===== src/rtl/reorder_buffer.sv =====
// rtl/reorder_buffer.sv - 8-entry in-order retirement buffer with CDB capture and mispredict flush
module reorder_buffer #(
    parameter int DEPTH = 8,
    parameter int XLEN  = 32
) (
    input  logic                  clk_in,
    input  logic                  rst_in,
    input  logic                  alloc_valid_in,
    input  logic                  alloc_writes_rd_in,
    input  logic [4:0]            alloc_rd_in,
    output logic                  alloc_ready_out,
    output logic [2:0]            alloc_rob_ix_out,
    input  logic                  cdb_valid_in,
    input  logic [2:0]            cdb_rob_ix_in,
    input  logic [XLEN-1:0]       cdb_data_in,
    input  logic                  cdb_mispredict_in,
    input  logic [XLEN-1:0]       cdb_target_in,
    input  logic [2:0]            q1_rob_ix_in,
    input  logic [2:0]            q2_rob_ix_in,
    output logic                  q1_ready_out,
    output logic                  q2_ready_out,
    output logic [XLEN-1:0]       q1_data_out,
    output logic [XLEN-1:0]       q2_data_out,
    output logic                  commit_valid_out,
    output logic                  commit_we_out,
    output logic [4:0]            commit_wa_out,
    output logic [XLEN-1:0]       commit_wd_out,
    output logic [2:0]            commit_rob_ix_out,
    output logic                  flush_out,
    output logic [DEPTH-1:0][4:0] flush_addrs_out,
    output logic [XLEN-1:0]       redirect_pc_out,
    output logic                  empty_out,
    output logic                  full_out
);

    typedef enum logic {NORMAL, FLUSH} state_t;

    state_t                  state_q, state_d;
    logic [DEPTH-1:0]        valid_q, valid_d;
    logic [DEPTH-1:0]        done_q, done_d;
    logic [DEPTH-1:0]        wr_q, wr_d;
    logic [DEPTH-1:0]        mp_q, mp_d;
    logic [DEPTH-1:0][4:0]   rd_q, rd_d;
    logic [DEPTH-1:0][XLEN-1:0] data_q, data_d;
    logic [DEPTH-1:0][XLEN-1:0] target_q, target_d;
    logic [2:0]              head_q, head_d;
    logic [2:0]              tail_q, tail_d;
    logic [3:0]              count_q, count_d;
    logic [XLEN-1:0]         redirect_tgt_q, redirect_tgt_d;

    logic                    commit_valid_d, commit_we_d;
    logic [4:0]              commit_wa_d;
    logic [XLEN-1:0]         commit_wd_d;
    logic [2:0]              commit_rob_ix_d;
    logic                    flush_d;
    logic [DEPTH-1:0][4:0]   flush_addrs_d;
    logic [XLEN-1:0]         redirect_pc_d;

    logic                    alloc_fire, commit_fire;

    assign alloc_ready_out  = (state_q == NORMAL) && (count_q < 4'(DEPTH));
    assign alloc_rob_ix_out = tail_q;
    assign empty_out        = (count_q == 4'd0);
    assign full_out         = (count_q == 4'(DEPTH));
    assign alloc_fire       = alloc_valid_in && alloc_ready_out;
    assign commit_fire      = (state_q == NORMAL) && valid_q[head_q] && done_q[head_q];

    // Operand lookup: a result on the CDB this cycle is forwarded before it lands in the entry.
    function automatic logic [XLEN:0] lookup(input logic [2:0] ix);
        logic [XLEN:0] r;
        r = '0;
        if (valid_q[ix]) begin
            if ((state_q == NORMAL) && cdb_valid_in && (cdb_rob_ix_in == ix)) begin
                r = {1'b1, cdb_data_in};
            end else if (done_q[ix]) begin
                r = {1'b1, data_q[ix]};
            end
        end
        return r;
    endfunction

    always_comb begin
        {q1_ready_out, q1_data_out} = lookup(q1_rob_ix_in);
        {q2_ready_out, q2_data_out} = lookup(q2_rob_ix_in);
    end

    always_comb begin
        state_d         = state_q;
        valid_d         = valid_q;
        done_d          = done_q;
        wr_d            = wr_q;
        mp_d            = mp_q;
        rd_d            = rd_q;
        data_d          = data_q;
        target_d        = target_q;
        head_d          = head_q;
        tail_d          = tail_q;
        count_d         = count_q;
        redirect_tgt_d  = redirect_tgt_q;
        commit_valid_d  = 1'b0;
        commit_we_d     = 1'b0;
        commit_wa_d     = '0;
        commit_wd_d     = '0;
        commit_rob_ix_d = '0;
        flush_d         = 1'b0;
        flush_addrs_d   = '0;
        redirect_pc_d   = '0;

        if (state_q == FLUSH) begin
            flush_d       = 1'b1;
            redirect_pc_d = redirect_tgt_q;
            for (int j = 0; j < DEPTH; j++) begin
                if (valid_q[j] && wr_q[j]) begin
                    flush_addrs_d[j] = rd_q[j];
                end
            end
            valid_d = '0;
            done_d  = '0;
            head_d  = '0;
            tail_d  = '0;
            count_d = '0;
            state_d = NORMAL;
        end else begin
            if (cdb_valid_in && valid_q[cdb_rob_ix_in]) begin
                done_d[cdb_rob_ix_in]   = 1'b1;
                data_d[cdb_rob_ix_in]   = cdb_data_in;
                mp_d[cdb_rob_ix_in]     = cdb_mispredict_in;
                target_d[cdb_rob_ix_in] = cdb_target_in;
            end
            if (commit_fire) begin
                commit_valid_d  = 1'b1;
                commit_we_d     = wr_q[head_q] && (rd_q[head_q] != 5'd0);
                commit_wa_d     = rd_q[head_q];
                commit_wd_d     = data_q[head_q];
                commit_rob_ix_d = head_q;
                valid_d[head_q] = 1'b0;
                done_d[head_q]  = 1'b0;
                head_d          = head_q + 3'd1;
                // The branch itself retires normally; the flush happens in the following cycle.
                if (mp_q[head_q]) begin
                    state_d        = FLUSH;
                    redirect_tgt_d = target_q[head_q];
                end
            end
            if (alloc_fire) begin
                valid_d[tail_q] = 1'b1;
                done_d[tail_q]  = 1'b0;
                mp_d[tail_q]    = 1'b0;
                wr_d[tail_q]    = alloc_writes_rd_in;
                rd_d[tail_q]    = alloc_rd_in;
                tail_d          = tail_q + 3'd1;
            end
            count_d = count_q + {3'b0, alloc_fire} - {3'b0, commit_fire};
        end
    end

    always_ff @(posedge clk_in) begin
        if (!rst_in) begin
            state_q           <= NORMAL;
            valid_q           <= '0;
            done_q            <= '0;
            wr_q              <= '0;
            mp_q              <= '0;
            rd_q              <= '0;
            data_q            <= '0;
            target_q          <= '0;
            head_q            <= '0;
            tail_q            <= '0;
            count_q           <= '0;
            redirect_tgt_q    <= '0;
            commit_valid_out  <= 1'b0;
            commit_we_out     <= 1'b0;
            commit_wa_out     <= '0;
            commit_wd_out     <= '0;
            commit_rob_ix_out <= '0;
            flush_out         <= 1'b0;
            flush_addrs_out   <= '0;
            redirect_pc_out   <= '0;
        end else begin
            state_q           <= state_d;
            valid_q           <= valid_d;
            done_q            <= done_d;
            wr_q              <= wr_d;
            mp_q              <= mp_d;
            rd_q              <= rd_d;
            data_q            <= data_d;
            target_q          <= target_d;
            head_q            <= head_d;
            tail_q            <= tail_d;
            count_q           <= count_d;
            redirect_tgt_q    <= redirect_tgt_d;
            commit_valid_out  <= commit_valid_d;
            commit_we_out     <= commit_we_d;
            commit_wa_out     <= commit_wa_d;
            commit_wd_out     <= commit_wd_d;
            commit_rob_ix_out <= commit_rob_ix_d;
            flush_out         <= flush_d;
            flush_addrs_out   <= flush_addrs_d;
            redirect_pc_out   <= redirect_pc_d;
        end
    end

endmodule


===== config.mk =====
export PLATFORM = sky130hd
export DESIGN_NAME = reorder_buffer
export DESIGN_NICKNAME = d
export VERILOG_FILES = /design/src/rtl/reorder_buffer.sv
export SDC_FILE = /design/constraint.sdc
export NUM_CORES = 2
export LEC_CHECK = 0
export CAP_MARGIN = 15
export CORE_MARGIN = 2
export CORE_UTILIZATION = 40
export CTS_CLUSTER_DIAMETER = 40
export DETAILED_ROUTE_END_ITERATION = 8
export GPL_TIMING_DRIVEN = 0
export SETUP_SLACK_MARGIN = 0.02
export SLEW_MARGIN = 20
export SYNTH_ARGS = -nofsm -noshare
export SYNTH_HDL_FRONTEND = slang
export SYNTH_SLANG_ARGS = --single-unit

===== constraint.sdc =====
create_clock -name clk_in -period 2.8 [get_ports clk_in]
set_input_delay 0.56 -clock clk_in [delete_from_list [all_inputs] [get_ports clk_in]]
set_output_delay 0.56 -clock clk_in [all_outputs]
set_load 0.01 [all_outputs]

; ---- Word level (Yosys, flattened, before mapping)
; Cells that the tools add are included.
[word_totals]
ff_bits = 742
in_bits = 84
output_inout_bits = 187
word_cells = 174
[op_classes]
n_addsub = 4
magnitude_cmp = 9
eq_ne = 3
mux = 63
bitwise = 11
reduce_logical = 36
[ops]
columns = cell, n
row1 = 256-bit bitwise mux, 2
row2 = 32-bit binary-select mux with 3-bit select, 4
row3 = 33-bit 2-to-1 mux, 6
row4 = 32-bit 2-to-1 mux, 5
row5 = 32-bit demux with 3-bit select, 1
row6 = 8-bit 2-to-1 mux, 11
row7 = 40-bit bitwise mux, 1
row8 = 8-bit AND, 4
row9 = 1-bit binary-select mux with 3-bit select, 9
row10 = 3-bit AND reduction, 9
row11 = 1-bit logical AND, 20
row12 = 3-bit by 4-bit less-than comparator with 1-bit output (second input constant), 5
row13 = 8-bit bitwise mux, 2
row14 = 8-bit NOT, 2
row15 = 8-bit OR, 2
row16 = 5-bit binary-select mux with 3-bit select, 1
row17 = 5-bit demux with 3-bit select, 1
row18 = 1-bit 2-to-1 mux, 15
row19 = 5-bit 2-to-1 mux, 2
row20 = 1-bit demux with 3-bit select, 3
row21 = 3-bit by 1-bit greater-or-equal comparator with 1-bit output (second input constant), 3
row22 = 3-bit by 1-bit adder with 3-bit output (second input constant), 2
row23 = 3-bit == test, 2
row24 = 2-bit AND reduction, 3
row25 = other kinds (9), 11

; ---- Logic depth before layout (Yosys ltp)
[logic_depth]
depth_word = 12
ltp_mapped = 15
mapped_depth_nobuf = 12

; ---- Worst setup path after synthesis
; No wires, ideal clock.
[synth_timing]
path_type = register to register
startpoint = reg head_q[1]
endpoint = reg count_q[2]
setup_time_ns = 0.128
arrival_time_ns = 3.003
required_time_ns = 2.672
setup_slack_ns = -0.330
path_stages_with_launch = 16
n_path_buf = 3
synth_period_minus_slack_ns = 3.130
path_cell_list = dfxtp_1 > buf_2 > buf_2 > mux2_2 > a32oi_2 > o211ai_2 > nand2_1 > clkbuf_1 > inv_1 > ha_1 > inv_1 > ha_1 > inv_1 > fa_1 > xor2_1 > nor2_1
[synth_between]
elab_chain_cells = 5
elab_cells_between_ends = 7
classes_between = 1 x add/sub / 4 x mux / 2 x reduce/logical
[synth_rtl]
columns = element, line_no
row1 = from (decl), 46  ; logic [2:0] head_q, head_d;
row2 = from (signal assigned), 167  ; head_q <= '0;
row3 = from (signal assigned), 188  ; head_q <= head_d;
row4 = 1-bit binary-select mux with 3-bit select, 66  ; assign commit_fire = (state_q == NORMAL) && valid_q[head_q] && done_q[head_q];
row5 = 1-bit 2-to-1 mux (implied by the code), 66
row6 = 1-bit logical AND, 66
row7 = 1-bit logical AND *, 66
row8 = net commit_fire, 59  ; logic alloc_fire, commit_fire;
row9 = 4-bit by 1-bit subtractor with 4-bit output *, 153  ; count_d = count_q + {3'b0, alloc_fire} - {3'b0, commit_fire};
row10 = to (signal assigned), 190  ; count_q <= count_d;
row11 = to (decl), 48  ; logic [3:0] count_q, count_d;
; The timed path passes the listed nets; every way through them passes the cells marked *. The select of a mux whose other input is x is not followed.
; A chain may end at the register's enable or synchronous reset.

; ---- Worst setup path after layout
[layout_timing]
startpoint = reg state_q
endpoint = out q2_data_out[3]
[layout_between]
elab_chain_cells = 5
[layout_rtl]
columns = element, line_no
row1 = from (decl), 38  ; state_t state_q, state_d;
row2 = from (signal assigned), 180  ; state_q <= state_d;
row3 = 1-bit NOT (no source line), n/a
row4 = 1-bit logical AND (2 in a row), 73  ; if ((state_q == NORMAL) && cdb_valid_in && (cdb_rob_ix_in == ix)) begin
row5 = 33-bit 2-to-1 mux, 73
row6 = 33-bit 2-to-1 mux, 72  ; if (valid_q[ix]) begin
row7 = to (decl), 23  ; output logic [XLEN-1:0] q2_data_out,
; No other way between the ends.

==> out/results.md <==
| Group | Quantity | This run |
|---|---|---|
| drt | Total via count after detailed routing | 32,800 |
| global route | First-pass GRT wire length | 216,000 um |
| clock network | CTS tree | built |
| setup path | WP data required | 2.24 ns |
| sta | Worst slew slack as a fraction of its limit | 21.6% |
| flow run | Count of maximum capacitance violations | 0 |
| clock network | Clock-pin slew of the registers on the worst-case setup and hold paths | 0.06 ns |
| sta | Number of max-slew violations in the final report | 0 |
| drt | ANT nets after route | 0 |
| worst hold path | Worst hold path type | input pin to flop |
| synth | Synth Flop Type | sky130_fd_sc_hd__dfxtp_1 |
| sta | # setup viols final | 69 |
| pwr | Total net switching power | 7.14 mW |
| pwr | Cell Pwr Density | 625 mW/mm^2 |
| finish | Most used cells in the layout excluding fill and tap cells | sky130_fd_sc_hd__nand2_1 (1,131), sky130_fd_sc_hd__dfxtp_1 (726), sky130_fd_sc_hd__a21boi_0 (382), sky130_fd_sc_hd__mux4_2 (217), sky130_fd_sc_hd__clkbuf_1 (187) |
| sta | Unrepaired setup endpoints after global routing | true |
| synth | Number of register bits inferred by synthesis | 742 |
| die | Core Region | 0.0914 mm^2 |
| placed design | Detailed placement HPWL | 103,000 um |
| clock network | Buffer depth of the longest clock path | 3 |
| pwr | Combinational fraction of design power | 6.2% |
| global route | Grt total ovfl | 0 |
| die | Number of core rows | 111 |
| setup path | Launching element type of the critical path | flop |
| placed design | Placed Instance Area | 0.0403 mm^2 |
| clock network | Deepest level of the CTS H-tree | 4 |
| global route | Number of antenna violations at the first check in global routing | 12 |
| clock network | Clock Root Buffer | sky130_fd_sc_hd__clkbuf_16 |
| drt | Number of detailed-route iterations in the first pass | 9 |
| pwr | Sw Ratio | 24.6% |
| clock network | Number of clock buffers inserted by TritonCTS | 131 |
| synth | Syn Inst Count | 3,910 |
| pwr | Internal power of the cells | 21.9 mW |
| status | Violated checks | setup timing |
| setup path | Worst path arrival time | 2.87 ns |
| sta | Final Critical Period | 3.43 ns |
| die | Die X-Extent | 307 um |
| finish | Layout net count | 4,388 |
| synth | Share of the synthesized area in the top cell type | 40.5% |
| placed design | Routability-driven placement congestion ratio | 0.932 |
| finish | Area taken by multi-input logic gates | 0.0207 mm^2 |
| synth | Netlist Area Pre-Place | 0.0367 mm^2 |
| sta | Maximum clock frequency | 292 MHz |
| global route | Global-route usage over all layers | 31.2% |
| synth | Net count of the mapped netlist | 4,003 |
| global route | Via count of the first global-routing pass | 31,400 |
| finish | Most frequent standard cell in the layout excluding fill and tap cells | sky130_fd_sc_hd__nand2_1 |
| placed design | Number of placed instances, taps included | 5,298 |
| finish | Number of standard cells in the final layout excluding fillers | 5,586 |
| finish | Fin util | 50.8% |
| synth | Ranking of synthesized cells by area | sky130_fd_sc_hd__dfxtp_1 (40%), sky130_fd_sc_hd__mux4_2 (13%), sky130_fd_sc_hd__nand2_1 (12%) |
| die | Vertical die dimension | 307 um |
| setup path | Kind of capture point of the worst setup path | output pin |
| drt | Via density | 5.88 |
| sta | Actual slew at the worst max-slew pin | 1.18 ns |
| pwr | Maximum vdd drop | 0.550 mV |
| synth | Post-synth EDFFs | 0 |
| synth | Fraction of registers with async set or reset after synthesis | 0% |
| setup path | Start-to-end type of the worst setup path | flop to output pin |
| drt | DRT Wirelength | 150,000 um |
| die | Number of top-level design ports | 271 |
| drt | Detailed Route Iter0 Violations | 3,661 |
| finish | Post-Layout Inst Area | 0.0464 mm^2 |
| sta | Hold violation total from the final report | 0 |
| synth | Unique masters post-synth | 67 |
| pwr | Reported leakage power | 15.8 nW |
| global route | Pin count of the biggest net entering global routing | 17 |
| clock network | Number of sinks handled by clock tree synthesis | 742 |
| sta | Worst hold margin | 0.130 ns |
| clock network | Skew-Pair Late Insertion Delay | 0.74 ns |
| synth | Sequential-to-total area share from yosys stat | 40.5% |
| status | Result of the run | complete, but fails checks |
| finish | Area growth, synth to finish | 26.5% |
| drt | Total DRC errors in the routed layout | 0 |
| synth | Mean instance size in the synthesized netlist | 9.39 um^2 |
| finish | Sequential standard cell area | 0.0149 mm^2 |
| setup path | Max Fanout on Critical Path | 4 |
| pwr | Sequential group share of total power | 37.0% |
| sta | Clock Skew | 0.0346 ns |
| synth | Post-synth top area cell | sky130_fd_sc_hd__dfxtp_1 |
| sta | Worst-case setup margin in the final layout | -0.628 ns |
| finish | Fill cell total of the finished layout | 8,540 |
| die | Initial standard-cell utilization of the core | 40.2% |
| sta | Final worst-path cycle share | 122% |
| placed design | Count of input and output buffers | 192 |
| drt | Final routed wire length divided by cell count | 26.9 um |
| sta | Setup TNS | -27.18 ns |
| synth | Yosys warnings | 0 |
| finish | Share of final-layout standard cells stronger than drive strength 1 | 25.1% |
| pwr | Clock share of power | 56.8% |
| die | Area enclosed by the die boundary | 0.0942 mm^2 |
## worst paths after layout
path,start,endpoint,slack (ns),cells past startpoint
max,state_q$_SDFF_PP0_,q2_data_out[3],-0.63,9
min,cdb_target_in[25],target_q[89]$_SDFFE_PN0P_,0.13,3
max reg2reg,head_q[1]$_SDFFE_PP0N_,redirect_tgt_q[18]$_SDFFE_PN0P_,-0.01,9
min reg2reg,target_q[19]$_SDFFE_PN0P_,target_q[19]$_SDFFE_PN0P_,0.46,2
## stage by stage
step | total power, mW | worst slack [ns]
2_1_floorplan | 12.0 | 0.0272
3_3_place_gp | 12.6 | -2.38
3_5_place_dp | 12.6 | -2.16
4_1_cts | 29.1 | -0.589
5_1_grt | 29.7 | -0.676
6_report | 29.0 | -0.628
## routing by layer
layer	vias to the layer above	global-route usage, %	routed length [um]
li1	14400	-	-
met1	16000	41.1	60600
met2	1969	47.3	65100
met3	451	8.88	16900
met4	12	14.8	7500
met5	-	0.310	60
## Yosys cell counts (49+ instances only)
cell / count
sky130_fd_sc_hd__nor2_1: 146
sky130_fd_sc_hd__dfxtp_1: 742
sky130_fd_sc_hd__buf_2: 49
sky130_fd_sc_hd__nor2b_1: 54
sky130_fd_sc_hd__clkbuf_1: 243
sky130_fd_sc_hd__mux4_2: 216
sky130_fd_sc_hd__a21boi_0: 382
sky130_fd_sc_hd__buf_4: 63
sky130_fd_sc_hd__nand2_1: 1136
sky130_fd_sc_hd__a211oi_1: 70
sky130_fd_sc_hd__mux2i_1: 167
sky130_fd_sc_hd__a21oi_1: 49
sky130_fd_sc_hd__a21boi_2: 120
## final cells by class
| class | instances | share of cell area, % |
|---|---|---|
| Antenna cell | 5 | 0.0269 |
| Buffer | 389 | 5.04 |
| Clock buffer | 160 | 7.78 |
| Clock inverter | 73 | 1.99 |
| Inverter | 26 | 0.224 |
| Multi-Input combinational cell | 2747 | 44.5 |
| Sequential cell | 742 | 32.1 |
| Tap cell | 1186 | 3.20 |
| Timing Repair Buffer | 258 | 5.18 |
## kinds of logic (layout without fill, tap and decap cells)
family	count (synthesis)	in the layout	share of synthesized area, %
compound gates	819	819	18.0
xor+xnor	10	10	0.239
fa+ha+maj	9	9	0.327
buf+inv	421	906	5.36
flops	742	742	40.5
mux	420	420	19.0
other cells	0	5	0
simple gates	1489	1489	16.6
## worst max-delay path, cell delays in order, from the launching register on
cell and delay, ns:
sky130_fd_sc_hd__dfxtp_4 0.36, sky130_fd_sc_hd__nor2b_4 0.13, sky130_fd_sc_hd__nand4_1 0.20, sky130_fd_sc_hd__a211oi_2 0.33, sky130_fd_sc_hd__a31oi_4 0.07, sky130_fd_sc_hd__buf_12 0.19
sky130_fd_sc_hd__buf_12 0.15, sky130_fd_sc_hd__clkbuf_16 0.16, sky130_fd_sc_hd__a211oi_4 0.34, sky130_fd_sc_hd__buf_2 0.21
## power groups by stage
stage / Sequential [mW] / Clock (mW) / Combinational [mW]
2_1_floorplan: 10.9 / 0 / 1.05
3_3_place_gp: 11.0 / 0 / 1.60
3_5_place_dp: 11.0 / 0 / 1.62
4_1_cts: 10.7 / 16.6 / 1.73
5_1_grt: 10.8 / 17.1 / 1.87
6_report: 10.8 / 16.5 / 1.79
## flip-flops by register name, summed over array words and instances (netlist names), 3 cells and up
register	count
alloc_rob_ix_out	3
commit_rob_ix_out	3
commit_wa_out	5
commit_wd_out	32
count_q	4
data_q	256
done_q	8
flush_addrs_out	40
head_q	3
mp_q	8
rd_q	40
redirect_pc_out	32
redirect_tgt_q	32
target_q	256
valid_q	8
wr_q	8
## what timing repair did
item,4_1_cts,5_1_grt
cloned,5,1
gates resized for setup,601,87
endpoints found under the hold margin,0,0
hold buffers,0,0
pin swaps,27,31
buffers inserted,37,15
setup endpoints to repair,341,191
Power figures use the tool's default switching activity.
